## config.mk

```make
export PLATFORM = sky130hd
export DESIGN_NAME = piso_tx_arbiter
export DESIGN_NICKNAME = d
export VERILOG_FILES = /design/src/rtl/piso_tx_arbiter.sv
export SDC_FILE = /design/constraint.sdc
export NUM_CORES = 1
export LEC_CHECK = 0
export ABC_AREA = 1
export CORE_UTILIZATION = 45
export DETAILED_ROUTE_END_ITERATION = 16
export PLACE_DENSITY = 0.89
export SYNTH_ARGS = -nofsm -noshare
export SYNTH_HDL_FRONTEND = slang
export SYNTH_SLANG_ARGS = --single-unit
```

## constraint.sdc

```tcl
create_clock -name in_Clk -period 3.3 [get_ports in_Clk]
set_input_delay 0.66 -clock in_Clk [delete_from_list [all_inputs] [get_ports in_Clk]]
set_output_delay 0.66 -clock in_Clk [all_outputs]
set_load 0.02 [all_outputs]
```

## src/rtl/piso_tx_arbiter.sv

```systemverilog
`default_nettype none
// ============================================================================
// Module   : piso_tx_arbiter
// Brief    : Round-robin arbiter that feeds bytes from two requesters into an
//            external PISO; sequences LOAD, 8 SHIFT cycles and an optional gap.
// Revision : 1.0 - initial release
// ============================================================================
module piso_tx_arbiter #(
    parameter int P_GAP = 0
) (
    input  logic       in_Clk,
    input  logic       in_Rst_n,
    input  logic       in_Enable,
    input  logic       in_Req0_Valid,
    input  logic [7:0] in_Req0_Data,
    input  logic       in_Req1_Valid,
    input  logic [7:0] in_Req1_Data,
    output logic       out_Ack0,
    output logic       out_Ack1,
    output logic       out_Load,
    output logic [7:0] out_PisoData,
    output logic       out_Frame,
    output logic       out_FrameSrc,
    output logic       out_Busy
);

    localparam logic [1:0] c_ST_IDLE  = 2'd0;
    localparam logic [1:0] c_ST_LOAD  = 2'd1;
    localparam logic [1:0] c_ST_SHIFT = 2'd2;
    localparam logic [1:0] c_ST_GAP   = 2'd3;

    localparam bit         c_NO_GAP   = (P_GAP == 0);
    localparam logic [3:0] c_GAP_LAST = (P_GAP > 0) ? 4'(P_GAP - 1) : 4'd0;

    logic [1:0] r_rst_sync;
    logic       w_rst_n;
    logic [1:0] r_state;
    logic [1:0] w_next_state;
    logic [2:0] r_bit_cnt;
    logic [3:0] r_gap_cnt;
    logic       r_prio1;
    logic [7:0] r_piso_data;
    logic       r_frame_src;
    logic       w_arb_point;
    logic       w_grant0;
    logic       w_grant1;

    // Assertion propagates asynchronously; release takes two clock edges.
    always_ff @(posedge in_Clk or negedge in_Rst_n) begin
        if (!in_Rst_n) begin
            r_rst_sync <= 2'b00;
        end else begin
            r_rst_sync <= {r_rst_sync[0], 1'b1};
        end
    end

    assign w_rst_n = r_rst_sync[1];

    // With no gap the next byte is granted on the last bit so frames abut.
    assign w_arb_point = w_rst_n && in_Enable &&
                         ((r_state == c_ST_IDLE) ||
                          (c_NO_GAP && (r_state == c_ST_SHIFT) && (r_bit_cnt == 3'd7)));
    assign w_grant0    = w_arb_point && in_Req0_Valid && (!in_Req1_Valid || !r_prio1);
    assign w_grant1    = w_arb_point && in_Req1_Valid && (!in_Req0_Valid || r_prio1);

    always_ff @(posedge in_Clk or negedge w_rst_n) begin
        if (!w_rst_n) begin
            r_state <= c_ST_IDLE;
        end else begin
            r_state <= w_next_state;
        end
    end

    always_comb begin
        w_next_state = r_state;
        case (r_state)
            c_ST_IDLE: begin
                if (w_grant0 || w_grant1) begin
                    w_next_state = c_ST_LOAD;
                end
            end
            c_ST_LOAD: begin
                w_next_state = c_ST_SHIFT;
            end
            c_ST_SHIFT: begin
                if (r_bit_cnt == 3'd7) begin
                    if (c_NO_GAP) begin
                        w_next_state = (w_grant0 || w_grant1) ? c_ST_LOAD : c_ST_IDLE;
                    end else begin
                        w_next_state = c_ST_GAP;
                    end
                end
            end
            c_ST_GAP: begin
                if (r_gap_cnt == c_GAP_LAST) begin
                    w_next_state = c_ST_IDLE;
                end
            end
            default: begin
                w_next_state = c_ST_IDLE;
            end
        endcase
    end

    always_ff @(posedge in_Clk or negedge w_rst_n) begin
        if (!w_rst_n) begin
            r_bit_cnt   <= 3'd0;
            r_gap_cnt   <= 4'd0;
            r_prio1     <= 1'b0;
            r_piso_data <= 8'h00;
            r_frame_src <= 1'b0;
        end else begin
            if (r_state == c_ST_LOAD) begin
                r_bit_cnt <= 3'd0;
            end else if (r_state == c_ST_SHIFT) begin
                r_bit_cnt <= r_bit_cnt + 3'd1;
            end
            if (r_state == c_ST_SHIFT) begin
                r_gap_cnt <= 4'd0;
            end else if (r_state == c_ST_GAP) begin
                r_gap_cnt <= r_gap_cnt + 4'd1;
            end
            // Priority swings to whichever requester did not just win.
            if (w_grant0 || w_grant1) begin
                r_piso_data <= w_grant1 ? in_Req1_Data : in_Req0_Data;
                r_frame_src <= w_grant1;
                r_prio1     <= w_grant0;
            end
        end
    end

    always_comb begin
        out_Ack0     = w_grant0;
        out_Ack1     = w_grant1;
        out_Load     = (r_state == c_ST_LOAD);
        out_Frame    = (r_state == c_ST_SHIFT);
        out_Busy     = (r_state != c_ST_IDLE);
        out_PisoData = r_piso_data;
        out_FrameSrc = r_frame_src;
    end

endmodule
`default_nettype wire

```

==> run summary <==
Peak VDD IR -> 0.534 mV
WHS -> 0.291 ns
Area growth syn-to-layout -> 36.3%
flops & latches, synth -> 21
sum of negative setup slack -> 0 ns
Pleak -> 0.726 nW
CP top delay family -> buffers and inverters
DRT antenna net count -> 0
RSZ-0062 raised after global routing -> false
cell area after synthesis -> 0.00110 mm2
CP Buf/Inv Count -> 4
clock sink count -> 21
share of the synthesized area in the top cell type -> 0.478
switching share of power -> 0.423
Post-Syn Nets -> 161
Core Region -> 0.00225 mm2
Hold Path Class -> register to asynchronous set/reset pin
Cell variety after synth -> 20
clock power share -> 0.109
number of synthesized flops with an enable pin -> 0
Worst Path Arrival -> 2.35 ns
Overall Global Routing Usage -> 0.220
endpoints failing setup -> 0
sequential fraction of the synthesis area -> 0.478
Final Hold Fails -> 0
hpwl dp -> 2000 um
fraction of layout cells with a size suffix above 1 -> 0.0710
synth warn -> 0
final std cells w/o fill -> 197
vias in the first global route -> 967
Longest Clk Path Bufs -> 2
# H-tree levels -> 1
Worst Path Class, Setup -> input pin to primary output
maximum fanout along the worst path -> 10
Final #Nets -> 200
initial drt markers -> 21
Clock Latency Late Sink -> 0.31 ns
Root Driver -> clkbuf_4
Gate Count Post-Synth -> 131
final instance area -> 0.00150 mm2
biggest area consumer among synthesized cells -> dfrtp_1
Clock Skews -> 0.00411 ns
Die X -> 51.4 um
first-pass GRT wire length -> 4160 um
combinational power share -> 0.530
CTS tree -> built
met2 usage -> 0.405
Final WS setup -> 0.290 ns
Core Util, Final -> 0.665
Async S/R FF share, synth -> 1.00
Num CTS Buffers -> 3
CP Launch Type -> input pin
Routed Wire Length -> 2560 um
Filler Cell Count -> 187
io pins -> 35
wire length per cell -> 13.0 um
CP max stage cell -> clkdlybuf4s50_1
post-layout min period -> 3.01 ns
GRT Max-Usage Layer -> met2
pwr/cell area -> 764 mW/mm2
outcome -> complete, no violations
Area contributors post-synth -> dfrtp_1 (48%), nand2_1 (11%), ha_1 (10%)
Seq pwr share -> 0.361
# DRC -> 0
postcts setup bufs -> 0
sw power -> 485 uW
Clock transition at path regs -> 0.12 ns
Worst Path Required -> 2.64 ns
Internal -> 661 uW
Critical Path Max Stage Delay -> 0.61 ns
placed cell area -> 0.00147 mm2
antenna diode count -> 0
DP Worst Slack -> 0.292 ns
GR Util met1 -> 0.250
initial antenna violation count -> 0
CP dominant cell by count -> clkdlybuf4s50_1
routed vias -> 998
Resize count post-CTS -> 0
M3 GR Usage -> 0.0357
CP Cell Sequence -> clkdlybuf4s50_1 -> inv_1 -> a21oi_1 -> nand2_2 -> clkinv_2 -> clkdlybuf4s50_1
via/cell ratio -> 5.07
largest net degree at the start of global routing -> 20
row count -> 17
Mapped Avg Cell Area -> 8.40 um2
GR Overflow Total -> 0
# port buffers -> 34
Starting Density -> 0.488
placed insts -> 193
hold buffers post-CTS -> 0
Final Power -> 1.15 mW
max-cap violations -> 0
fmax -> 332 MHz
Slew Viols, Final -> 0
final worst-path cycle share -> 0.912
Setup crit end kind -> primary output
drt pass-1 iters -> 4
Main synth FF type -> dfrtp_1
Die Ht -> 51.4 um
gpl congestion -> 0.836
Die ar. -> 0.00265 mm2
power groups by stage:
stage / registers, mW / logic, mW / clock network (mW)
4_1_cts: 0.413 / 0.609 / 0.130
3_5_place_dp: 0.419 / 0.603 / 0
6_report: 0.414 / 0.607 / 0.125
5_1_grt: 0.425 / 0.671 / 0.140
3_3_place_gp: 0.412 / 0.578 / 0
2_1_floorplan: 0.475 / 0.301 / 0
flip-flops by register name, indices dropped and copies added (netlist names):
name          flops
r_prio1           1
r_rst_sync        2
out_FrameSrc      1
out_PisoData      8
r_state           2
r_gap_cnt         4
r_bit_cnt         3
cell usage in the layout, fill, tap and decap left out, drive strengths merged:
cell            n
nor3            1
o21ai          23
nand3           2
nor2           12
clkinv          2
clkbuf          3
o22ai           1
ha              9
or2             1
o31ai           1
inv            17
nand2          33
buf             1
conb            1
dfrtp          21
a21oi           7
clkdlybuf4s50  34
metal layers:
layer	routed length [um]	vias to the layer above	share of wire
met2	1380	25	0.54
met5	0	-	0
li1	-	496	-
met1	1060	472	0.42
met4	38	0	0.015
met3	76	5	0.030
final cells by class:
cell class | count | area, um2 | area share
timing repair buffer | 35 | 348 | 0.232
tap | 28 | 35.0 | 0.0234
clock buffer | 3 | 22.5 | 0.0150
multi-input combinational | 91 | 494 | 0.330
inverter | 18 | 68.8 | 0.0459
sequential | 21 | 526 | 0.351
clock inverter | 1 | 5.00 | 0.00334
cell families after synthesis:
group	after synthesis	synth area share
compound gates	32	0.166
fa+ha+maj	9	0.102
buf+inv	19	0.0728
flops	21	0.478
other cells	1	0.00341
simple gates	49	0.177
synth_stat cells (2+ instances only):
cell,number
inv_1,17
o21ai_1,8
o21ai_0,14
a21oi_1,5
nor2_1,12
ha_1,9
nand3_1,2
dfrtp_1,21
nand2_1,31
nand2_2,2
path summary, 6_finish.rpt:
path,start,to,slack [ns],cells past startpoint
max,in_Req1_Valid,out_Ack1,0.29,6
min,r_rst_sync[1]$_DFF_PN0_,r_bit_cnt[1]$_DFFE_PN0P_,0.29,1
max reg2reg,r_state[0]$_DFFE_PN0P_,out_PisoData[2]$_DFFE_PN0P_,1.54,8
min reg2reg,r_rst_sync[1]$_DFF_PN0_,r_bit_cnt[1]$_DFFE_PN0P_,0.29,1
max in group asynchronous,in_Rst_n,r_rst_sync[1]$_DFF_PN0_,2.69,1
min in group in_Clk,r_rst_sync[0]$_DFF_PN0_,r_rst_sync[1]$_DFF_PN0_,0.37,0
Note: power is estimated with default switching activity, not from simulation.
